===== config.mk =====
export PLATFORM = sky130hd
export DESIGN_NAME = counter_seq_ctrl
export DESIGN_NICKNAME = d
export VERILOG_FILES = /design/src/rtl/counter_seq_ctrl.sv
export SDC_FILE = /design/constraint.sdc
export NUM_CORES = 1
export LEC_CHECK = 0
export ABC_AREA = 0
export BUFFER_PORTS_ARGS = -buffer_cell sky130_fd_sc_hd__clkbuf_2
export CAP_MARGIN = 0
export CORE_MARGIN = 8
export CORE_UTILIZATION = 46
export CTS_CLUSTER_SIZE = 8
export DETAILED_ROUTE_END_ITERATION = 6
export PLACE_DENSITY = 0.74
export SYNTH_ARGS = -nofsm -noshare
export SYNTH_HDL_FRONTEND = slang
export SYNTH_SLANG_ARGS = --single-unit

===== constraint.sdc =====
create_clock -name clk -period 1.5 [get_ports clk]
set_clock_uncertainty 0.05 [all_clocks]
set_input_delay 0.15 -clock clk [delete_from_list [all_inputs] [get_ports clk]]
set_output_delay 0.15 -clock clk [all_outputs]
set_load 0.03 [all_outputs]

===== src/rtl/counter_seq_ctrl.sv =====
`default_nettype none
// ============================================================================
// counter_seq_ctrl : interval sequencer driving a 4-bit loadable up-counter
// Rev 1.0
// ============================================================================
module counter_seq_ctrl #(
    parameter int CNT_W = 4,
    parameter int REP_W = 4
) (
    input  logic             clk,
    input  logic             reset_n,
    input  logic             start,
    input  logic             stop,
    input  logic [CNT_W-1:0] start_val,
    input  logic [CNT_W-1:0] end_val,
    input  logic [REP_W-1:0] repeat_cnt,
    input  logic [CNT_W-1:0] count_i,
    output logic             load,
    output logic [CNT_W-1:0] load_data,
    output logic             tick,
    output logic             busy,
    output logic             done
);

    typedef enum logic [1:0] {
        S_IDLE = 2'd0,
        S_LOAD = 2'd1,
        S_RUN  = 2'd2
    } state_t;

    state_t           state_q;
    logic [CNT_W-1:0] start_q;
    logic [CNT_W-1:0] end_q;
    logic [REP_W-1:0] rep_q;
    logic [REP_W-1:0] iter_q;
    logic             busy_q;
    logic             done_q;

    logic match;
    logic cont;
    logic last;

    // A zero repeat count means the periods continue until stop.
    always_comb begin
        match     = (state_q == S_RUN) && (count_i == end_q);
        cont      = (rep_q == '0);
        last      = !cont && (iter_q == REP_W'(1));
        load      = (state_q == S_LOAD) || (match && !last);
        load_data = load ? start_q : '0;
        tick      = match;
    end

    assign busy = busy_q;
    assign done = done_q;

    always_ff @(posedge clk or negedge reset_n) begin
        if (!reset_n) begin
            state_q <= S_IDLE;
            start_q <= '0;
            end_q   <= '0;
            rep_q   <= '0;
            iter_q  <= '0;
            busy_q  <= 1'b0;
            done_q  <= 1'b0;
        end else begin
            done_q <= 1'b0;
            case (state_q)
                S_IDLE: begin
                    if (start) begin
                        start_q <= start_val;
                        end_q   <= end_val;
                        rep_q   <= repeat_cnt;
                        iter_q  <= repeat_cnt;
                        busy_q  <= 1'b1;
                        state_q <= S_LOAD;
                    end
                end
                S_LOAD: begin
                    if (stop) begin
                        busy_q  <= 1'b0;
                        state_q <= S_IDLE;
                    end else begin
                        state_q <= S_RUN;
                    end
                end
                S_RUN: begin
                    // stop ends the sequence without done, even on a period end.
                    if (stop) begin
                        busy_q  <= 1'b0;
                        state_q <= S_IDLE;
                    end else if (match) begin
                        if (last) begin
                            busy_q  <= 1'b0;
                            done_q  <= 1'b1;
                            state_q <= S_IDLE;
                        end else if (!cont) begin
                            iter_q <= iter_q - REP_W'(1);
                        end
                    end
                end
                default: begin
                    busy_q  <= 1'b0;
                    state_q <= S_IDLE;
                end
            endcase
        end
    end

endmodule
`default_nettype wire


==> insert_results.sql <==
INSERT INTO impl_metrics (metric_group, metric, value, unit) VALUES
('status', 'result_of_the_run', 'finished, violations left', ''),
('status', 'violations', 'setup timing', ''),
('sta', 'final.hold.worst_slack', '21.1', 'ps'),
('pwr', 'seqPwrFrac', '0.385', ''),
('clock_network', 'clk_root_buffer_cell', 'clkbuf_4', ''),
('detailed_routing', 'drt-wirelength-per-cell', '16.9', 'um'),
('worst_setup_path', 'crit_path_cell_trace', 'inv_2, ha_4, nor3b_4, nand2b_1, a31o_4, and2_4, buf_8', ''),
('pwr', 'netSwitchingFraction', '0.333', ''),
('sta', 'final_period_minus_worst_setup_slack', '1980', 'ps'),
('synth', 'async_flop_share', '1.00', ''),
('clock_network', 'tritoncts.num_buffers', '3', ''),
('global_routing', 'grt_util_all_layers', '0.144', ''),
('cells_and_area', 'final_cells', '174', ''),
('placed_design', 'portBuffers', '27', ''),
('synth', 'synth.lib_cells_used.distinct', '37', ''),
('worst_setup_path', 'critical_path_startpoint_category', 'register', ''),
('synth', 'netlist_top_cells_area', 'dfrtp_1 (46%), mux2_2 (12%), xnor2_1 (3.2%)', ''),
('clock_network', 'clock_path_buffers', '2', ''),
('synth', 'synthesis.yosys.warnings', '0', ''),
('die', 'rows', '17', ''),
('synth', 'syn-cell-area', '0.00108', 'mm^2'),
('detailed_routing', 'drcViolationCount', '0', ''),
('worst_setup_path', 'critical_path.n_buffers_inverters', '2', ''),
('synth', 'synth_sequential_area_ratio', '0.462', ''),
('pwr', 'power.combinational.fraction', '0.463', ''),
('pwr', 'switchingPower', '0.683', 'mW'),
('synth', 'yosys_register_bits', '20', ''),
('worst_setup_path', 'crit_fanout', '5', ''),
('global_routing', 'grt-ovfl-total', '0', ''),
('pwr', 'cellPowerDensity', '1210', 'mW/mm^2'),
('synth', 'syn-mean-instance-area', '11.9', 'um^2'),
('detailed_routing', 'drt_iter0_drc', '27', ''),
('synth', 'post_synth_top_area_share', '0.462', ''),
('pwr', 'total_leakage_power', '0.784', 'nW'),
('die', 'floorplan.io_pins', '28', ''),
('synth', 'synth_top_area_cell', 'dfrtp_1', ''),
('worst_setup_path', 'critPathLaunch', 'iter_q[1]', ''),
('global_routing', 'vias_in_the_first_global_route', '1035', ''),
('die', 'die_w', '64.5', 'um'),
('worst_setup_path', 'timing.critical_path.to_type', 'primary output', ''),
('sta', 'fin_setup_tns', '-3710', 'ps'),
('detailed_routing', 'dr_total_vias', '927', ''),
('min_path', 'worst_hold_class', 'input pin to register', ''),
('clock_network', 'clk-insertion-delay-late', '300', 'ps'),
('sta', 'finalSetupViolCount', '25', ''),
('sta', 'min_period_over_period', '1.32', ''),
('worst_setup_path', 'crit_type', 'register to primary output', ''),
('clock_network', 'cts_tree', 'built', ''),
('detailed_routing', 'antenna_violating_nets_post_route', '0', ''),
('cells_and_area', 'fillerInstances', '146', ''),
('worst_setup_path', 'path_delay_family', 'simple AND/OR/NAND/NOR gates', ''),
('sta', 'hold_viol_final', '0', ''),
('detailed_routing', 'route.detailed.vias_per_inst', '5.33', ''),
('detailed_routing', 'drt-pass1-iter-count', '4', ''),
('cells_and_area', 'number_of_nets_at_the_end_of_the_flow', '169', ''),
('worst_setup_path', 'arrival', '1780', 'ps'),
('cells_and_area', 'n_antenna_cell', '0', ''),
('min_path', 'worst_min_delay_path_startpoint', 'end_val[1]', ''),
('pwr', 'power.ir.vdd_worst', '926', 'uV'),
('detailed_routing', 'wl', '2930', 'um'),
('placed_design', 'dpl.hpwl', '1900', 'um'),
('job', 'cap_viol_max_count', '0', ''),
('sta', 'postLayoutSetupSlackWorst', '-477', 'ps'),
('worst_setup_path', 'worst_path_largest_cell_delay', '410', 'ps'),
('sta', 'tightest_slew', '516', 'ps'),
('worst_setup_path', 'worst_r2r_startpoint', 'iter_q[0]', ''),
('pwr', 'relative_contribution_of_the_clock_network_to_total_power', '0.152', ''),
('cells_and_area', 'layout-drive-gt1-share', '0.616', ''),
('clock_network', 'clk_pin_slew_worst_paths', '110', 'ps'),
('global_routing', 'grt_first_pass_wirelength', '4870', 'um'),
('sta', 'final_max_slew_viols', '0', '');
## layout make-up
type	count	area, um^2	share of cell area
clock buffers	4	36.3	0.0215
inverters	2	7.51	0.00445
multi-input cells	66	689	0.408
flip-flops and latches	20	500	0.297
well taps	28	35.0	0.0208
repair buffers	54	419	0.248
## cells by family (layout without fill, tap and decap cells)
logic type,after synthesis,in the layout,synth area share
compound gates,15,15,0.120
flops,20,20,0.462
fa+ha+maj,2,2,0.0231
mux,13,13,0.134
xor+xnor,4,4,0.0324
buf+inv,5,60,0.0347
simple gates,32,32,0.193
## per-layer routing
| layer | GRT usage | part of all wire | vias to the layer above | wire length (um) |
|---|---|---|---|---|
| met5 | 0 | 0 | - | 0 |
| met4 | 0.0545 | 0.017 | 0 | 50 |
| met3 | 0.0361 | 0.041 | 6 | 120 |
| met2 | 0.243 | 0.51 | 19 | 1510 |
| met1 | 0.170 | 0.43 | 462 | 1250 |
| li1 | - | - | 440 | - |
## path summary, 6_finish.rpt
check	endpoint	slack [ps]	depth (start not counted)
min reg2reg	start_q[2]	480	1
max in group asynchronous	iter_q[3]	760	2
min	end_q[1]	20	2
max reg2reg	iter_q[3]	-190	6
max	load_data[3]	-480	7
min in group asynchronous	end_q[1]	290	2
## metrics by stage
step	total power, mW	instance area, um^2
global placement	1.46	1410
floorplan	1.22	1140
finish	2.05	1690
CTS	2.00	1660
detailed placement	1.49	1410
global route	2.16	1690
## worst reg2reg max path: cells and delay by family (launching register included)
kind	cells	cell delay, ps
AO/OA/AOI/OAI	2	480
adder cells (fa/ha/maj)	1	180
flip-flops	1	430
buffers and inverters	1	140
AND/OR/NAND/NOR	2	300
## cells in the final DEF (no fill, tap or decap), drive strengths merged, types with 2 or more instances in the layout
cell,n
buf,29
clkbuf,27
dfrtp,20
mux2,12
nor2,7
a21oi,5
and2,4
xnor2,4
nor4,3
nand2b,3
nand4,2
nor3b,2
nand2,2
nor3,2
dlygate4sd3,2
inv,2
or2b,2
a31oi,2
ha,2
## power by group through the flow
stage	clock network, mW	logic, mW	registers [mW]
floorplan	0	0.456	0.764
global placement	0	0.691	0.765
detailed placement	0	0.712	0.774
CTS	0.317	0.900	0.783
global route	0.358	1.01	0.799
finish	0.313	0.949	0.788
## sequential cells by signal, indices dropped and copies added, names as in the netlist
name	cells
busy	1
done	1
end_q	4
iter_q	4
rep_q	4
start_q	4
state_q	2
## timing repair
action / CTS / global route
cloned: 0 / 0
pin swaps: 5 / 6
resized for setup: 34 / 7
endpoints found under the setup margin: 20 / 25
buffers inserted: 14 / 4
hold buffers: 1 / 1
endpoints found under the hold margin: 20 / 2
Note: power is estimated with default switching activity, not from simulation.
